File: src/rtl/r5_stage_ctrl.sv
`default_nettype none
// ============================================================================
// Module   : r5_stage_ctrl
// Brief    : Radix-5 FFT stage sequencer: groups samples, times butterfly
//            output windows, twiddle exponents and frame boundaries.
//            Optional macro R5_TWIDDLE_EN enables the twiddle accumulator.
// Revision : 1.0 - initial release
// ============================================================================
module r5_stage_ctrl #(
  parameter int N_PTS  = 25,
  parameter int BF_LAT = 2,
  localparam int c_NGRP  = N_PTS / 5,
  localparam int c_GRP_W = (c_NGRP > 1) ? $clog2(c_NGRP) : 1,
  localparam int c_TW_W  = $clog2(N_PTS)
) (
  input  logic               clk,
  input  logic               rst,
  input  logic               i_in_valid,
  input  logic               i_err_clr,
  output logic               o_bf_load,
  output logic [c_GRP_W-1:0] o_grp_idx,
  output logic               o_out_valid,
  output logic [2:0]         o_out_idx,
  output logic [c_TW_W-1:0]  o_tw_exp,
  output logic               o_frame_done,
  output logic               o_err_gap
);

  localparam logic [c_GRP_W-1:0] c_LAST_G = c_GRP_W'(c_NGRP - 1);

  typedef enum logic [0:0] {
    W_IDLE = 1'b0,
    W_RUN  = 1'b1
  } win_state_t;

  logic [2:0]         r_cnt;
  logic [c_GRP_W-1:0] r_g;
  logic [c_GRP_W-1:0] r_grp_idx;
  logic               r_err;
  logic [BF_LAT-1:0]  r_pv;
  logic [c_GRP_W-1:0] r_pg [BF_LAT];

  win_state_t         r_state;
  win_state_t         w_state_nxt;
  logic               r_out_valid;
  logic [2:0]         r_m;
  logic [c_GRP_W-1:0] r_gw;
  logic               r_fd;

  logic               w_grp_done;
  logic               w_gap;
  logic               w_start;
  logic               w_ov_nxt;
  logic [2:0]         w_m_nxt;
  logic [c_GRP_W-1:0] w_gw_nxt;
  logic               w_fd_nxt;

  assign w_grp_done = i_in_valid && (r_cnt == 3'd4);
  assign w_gap      = !i_in_valid && (r_cnt != 3'd0);

  // Group assembly: a missing sample inside a group discards it.
  always_ff @(posedge clk) begin
    if (rst) begin
      r_cnt     <= 3'd0;
      r_g       <= '0;
      r_grp_idx <= '0;
      r_err     <= 1'b0;
    end else begin
      if (w_grp_done || !i_in_valid) begin
        r_cnt <= 3'd0;
      end else begin
        r_cnt <= r_cnt + 3'd1;
      end
      if (w_grp_done) begin
        r_grp_idx <= r_g;
        r_g       <= (r_g == c_LAST_G) ? '0 : r_g + c_GRP_W'(1);
      end
      r_err <= w_gap | (r_err & ~i_err_clr);
    end
  end

  // Load pulse and its group number travel BF_LAT stages; the last stage
  // fires one cycle early so the registered window lands on bf_load+BF_LAT.
  always_ff @(posedge clk) begin
    if (rst) begin
      for (int i = 0; i < BF_LAT; i++) begin
        r_pv[i] <= 1'b0;
        r_pg[i] <= '0;
      end
    end else begin
      r_pv[0] <= w_grp_done;
      r_pg[0] <= r_g;
      for (int i = 1; i < BF_LAT; i++) begin
        r_pv[i] <= r_pv[i-1];
        r_pg[i] <= r_pg[i-1];
      end
    end
  end

  assign w_start = r_pv[BF_LAT-1];

  always_comb begin
    w_state_nxt = r_state;
    w_ov_nxt    = 1'b0;
    w_m_nxt     = 3'd0;
    w_gw_nxt    = r_gw;
    w_fd_nxt    = 1'b0;
    if (w_start) begin
      w_state_nxt = W_RUN;
      w_ov_nxt    = 1'b1;
      w_gw_nxt    = r_pg[BF_LAT-1];
    end else if (r_state == W_RUN) begin
      if (r_m == 3'd4) begin
        w_state_nxt = W_IDLE;
      end else begin
        w_ov_nxt = 1'b1;
        w_m_nxt  = r_m + 3'd1;
      end
    end
    w_fd_nxt = w_ov_nxt && (w_m_nxt == 3'd4) && (w_gw_nxt == c_LAST_G);
  end

  always_ff @(posedge clk) begin
    if (rst) begin
      r_state     <= W_IDLE;
      r_out_valid <= 1'b0;
      r_m         <= 3'd0;
      r_gw        <= '0;
      r_fd        <= 1'b0;
    end else begin
      r_state     <= w_state_nxt;
      r_out_valid <= w_ov_nxt;
      r_m         <= w_m_nxt;
      r_gw        <= w_gw_nxt;
      r_fd        <= w_fd_nxt;
    end
  end

`ifdef R5_TWIDDLE_EN
  logic [c_TW_W-1:0] r_tw;
  logic [c_TW_W-1:0] w_tw_nxt;

  // g*m built by repeated addition of the window's group number.
  always_comb begin
    w_tw_nxt = '0;
    if (!w_start && w_ov_nxt) begin
      w_tw_nxt = r_tw + c_TW_W'(r_gw);
    end
  end

  always_ff @(posedge clk) begin
    if (rst) begin
      r_tw <= '0;
    end else begin
      r_tw <= w_tw_nxt;
    end
  end

  assign o_tw_exp = r_tw;
`else
  assign o_tw_exp = '0;
`endif

  assign o_bf_load    = r_pv[0];
  assign o_grp_idx    = r_grp_idx;
  assign o_out_valid  = r_out_valid;
  assign o_out_idx    = r_m;
  assign o_frame_done = r_fd;
  assign o_err_gap    = r_err;

endmodule
`default_nettype wire

File: config.mk
export PLATFORM = sky130hd
export DESIGN_NAME = r5_stage_ctrl
export DESIGN_NICKNAME = d
export VERILOG_FILES = /design/src/rtl/r5_stage_ctrl.sv
export SDC_FILE = /design/constraint.sdc
export NUM_CORES = 1
export LEC_CHECK = 0
export CORE_MARGIN = 5
export CORE_UTILIZATION = 49
export DETAILED_ROUTE_END_ITERATION = 7
export HOLD_SLACK_MARGIN = 0.12
export PLACE_DENSITY = 0.76
export SETUP_SLACK_MARGIN = 0.05
export SYNTH_ARGS = -nofsm -noshare
export SYNTH_HDL_FRONTEND = slang
export SYNTH_SLANG_ARGS = --single-unit
File: constraint.sdc
create_clock -name clk -period 1.3 [get_ports clk]
set_input_delay 0.26 -clock clk [delete_from_list [all_inputs] [get_ports clk]]
set_output_delay 0.26 -clock clk [all_outputs]
set_load 0.05 [all_outputs]
==> flow_summary.yaml <==
setup_path:
  critPathLaunchType: "flop"
  path_max_fanout: 2
  end_kind: "flop"
  critPathRequiredTime_ns: 1.52
  worstPathArrival_ns: 1.53
  reg2reg_slack_ns: -0.005
  path_class: "flop to flop"
place:
  hpwl_um: 1400
  port_buffers: 13
  pre_cts_ws_ns: -0.0623
  routabilityCongestion: 0.845
  dp.cells: 148
power:
  p_clk_share_pct: 27.0
  leakagePower_nw: 0.510
  internal-power_mw: 0.953
  power_frac_comb_pct: 8.0
  vdd_drop_max_uv: 616
  power.switching_mw: 0.279
  p_sw_share_pct: 22.7
  power.density_nw_per_um2: 882
  seqPwrFrac_pct: 65.0
cts:
  clkSinkCount: 26
  cts_buffer_depth: 2
  cts_root_buffer: "clkbuf_4"
  cts_tree: "done"
  htree_levels: 1
  clk_pin_slew_ns: 0.13
  cts-hold-fix-buffers: 0
  cts_buffers: 3
  insertion_delay_ns: 0.30
yosys:
  synth_cells: 107
  synthFlopType: "dfxtp_1"
  synth_cell_types: 24
  syn-cell-area_um2: 1010
  yosysTopAreaCell: "dfxtp_1"
  yosys_warnings: 0
  synth_enable_flop_cells: 0
  synth_seq_cells: 26
  synth-seq-area-share_pct: 51.4
  synth_top_area_share_pct: 51.4
  syn_area_per_cell_um2: 9.47
  synthArstFlopShare_pct: 0
  synthTopCellsByArea: "dfxtp_1, ha_1, buf_4"
grt:
  globalRoute.totalOverflow: 0
  grt_pass1_vias: 798
  antenna_found_initial: 0
  grt_max_degree: 15
  grtUsageTotal_pct: 13.4
  grt_pass1_wl_um: 3300
timing:
  fin_skew_ns: 0.00140
  period_share_pct: 100
  finalHoldWorstSlack_ns: 0.427
  min_period_ns: 1.30
  final-max-slew-violation-count: 0
  max_freq_ghz: 0.766
  hold_violations: 0
  setup_ws_ns: -0.00479
  setup_viol: 1
  final.setup.tns_ns: -0.00479
  grt_setup_unrepaired: "true"
flow_run:
  drv_cap: 0
outcome:
  outcome: "finished, violations left"
  violations: "negative setup slack"
drt:
  vias: 727
  drt_iter0_drc: 8
  post-route-drc-count: 0
  dr.pass1.iters: 3
  wirelength_um: 1830
  antenna_left: 0
  wl_per_cell_um: 12.0
  vias_per_cell: 4.75
die:
  num_rows: 16
  start_util_pct: 51.7
  top_level_ports: 19
  die_area_um2: 3080
  fp.dieH_um: 55.5
  dieWidth_um: 55.5
  fp.coreArea_um2: 1960
layout:
  multiInputGateArea_um2: 479
  n_fill_cell: 159
  num-nets-final: 137
  num_antenna_cells: 0
  regArea_um2: 532
  layout-drive-gt1-share_pct: 30.2
  layout.cells.non_filler: 153
  area_delta_synth_final_pct: 37.8
hold_path:
  worstHoldPathType: "flop to flop"
layer usage:
layer  share of wire (%)  vias to the layer above  track usage [%]
li1                    -                      381                -
met1                  45                      335             14.2
met2                  51                        9             23.8
met3                 3.2                        2             4.90
met4                0.38                        0             5.56
met5                   0                        -                0
cell type report:
type | instances | area share, %
clock buffers | 4 | 1.88
inverters | 7 | 1.88
multi-input cells | 69 | 34.3
flip-flops and latches | 26 | 38.1
well taps | 27 | 2.42
repair buffers | 20 | 21.4
registers in the layout, indices dropped and copies added (netlist names):
signal,flops
r_g,3
o_out_idx,3
r_pg,6
r_gw,3
o_out_valid,1
o_frame_done,1
o_grp_idx,3
o_err_gap,1
r_cnt,3
r_pv,2
worst paths after layout:
check / to / from / cells past startpoint
setup / recovery: o_frame_done$_SDFF_PP0_ / o_out_idx[0]$_SDFF_PP0_ / 5
hold / removal: r_cnt[0]$_SDFF_PP0_ / r_cnt[0]$_SDFF_PP0_ / 1
hold reg to reg: r_cnt[0]$_SDFF_PP0_ / r_cnt[0]$_SDFF_PP0_ / 1
setup reg to reg: o_frame_done$_SDFF_PP0_ / o_out_idx[0]$_SDFF_PP0_ / 5
power groups by stage:
stage	Combinational, mW	Clock (mW)	Sequential (mW)
floorplan	0.0645	0	0.822
global placement	0.0955	0	0.818
detailed placement	0.0968	0	0.819
CTS	0.0970	0.357	0.801
global route	0.106	0.395	0.803
finish	0.0986	0.332	0.801
cells in the final DEF (no fill, tap or decap), types with 2 or more instances in the layout:
cell type | synthesis | final
nor2b_1 | 5 | 5
dfxtp_4 | 0 | 2
conb_1 | 1 | 5
a21oi_1 | 10 | 9
dfxtp_1 | 26 | 21
clkbuf_4 | 0 | 3
buf_4 | 7 | 5
clkdlybuf4s50_1 | 0 | 3
dfxtp_2 | 0 | 3
buf_12 | 0 | 11
inv_2 | 0 | 2
nand2b_1 | 2 | 2
inv_1 | 7 | 5
mux2i_1 | 4 | 3
ha_1 | 6 | 4
nor2_1 | 10 | 9
nand2_1 | 13 | 13
synthesized netlist by cell type, types with 4 or more instances:
cell type	n
nand2_1	13
ha_1	6
inv_1	7
mux2i_1	4
a21oi_1	10
nor2b_1	5
buf_4	7
dfxtp_1	26
nor2_1	10
stage by stage:
step           util, %  area [um^2]  power, mW
2_1_floorplan        -         1040      0.887
6_report          71.2         1400       1.23
5_1_grt           71.2         1400       1.30
4_1_cts           68.5         1340       1.26
3_3_place_gp      66.4         1300      0.914
3_5_place_dp      66.4         1300      0.916
logic make-up (layout without fill, tap and decap cells):
group                      after synthesis  in the layout  share of synthesized area, %
adders and majority gates                6              6                          7.41
and+or+nand+nor                         42             42                          22.1
AOI/OAI and AO/OA                       12             12                          6.17
buffers and inverters                   16             31                          8.64
DFF                                     26             26                          51.4
other                                    1              5                         0.370
muxes                                    4              4                          3.95
worst max-delay path, stage by stage (launching register included):
cell      delay, ns
dfxtp_4        0.37
inv_2          0.04
ha_4           0.24
nor4b_4        0.21
nand3b_1       0.12
nor4_2         0.26
repair_timing:
action                                  in CTS  in global routing
endpoints found under the hold margin        0                  0
pin swaps                                    2                  2
buffers inserted                             0                  1
resized for setup                            2                 14
endpoints found under the setup margin       2                 11
Note: power is estimated with default switching activity, not from simulation.
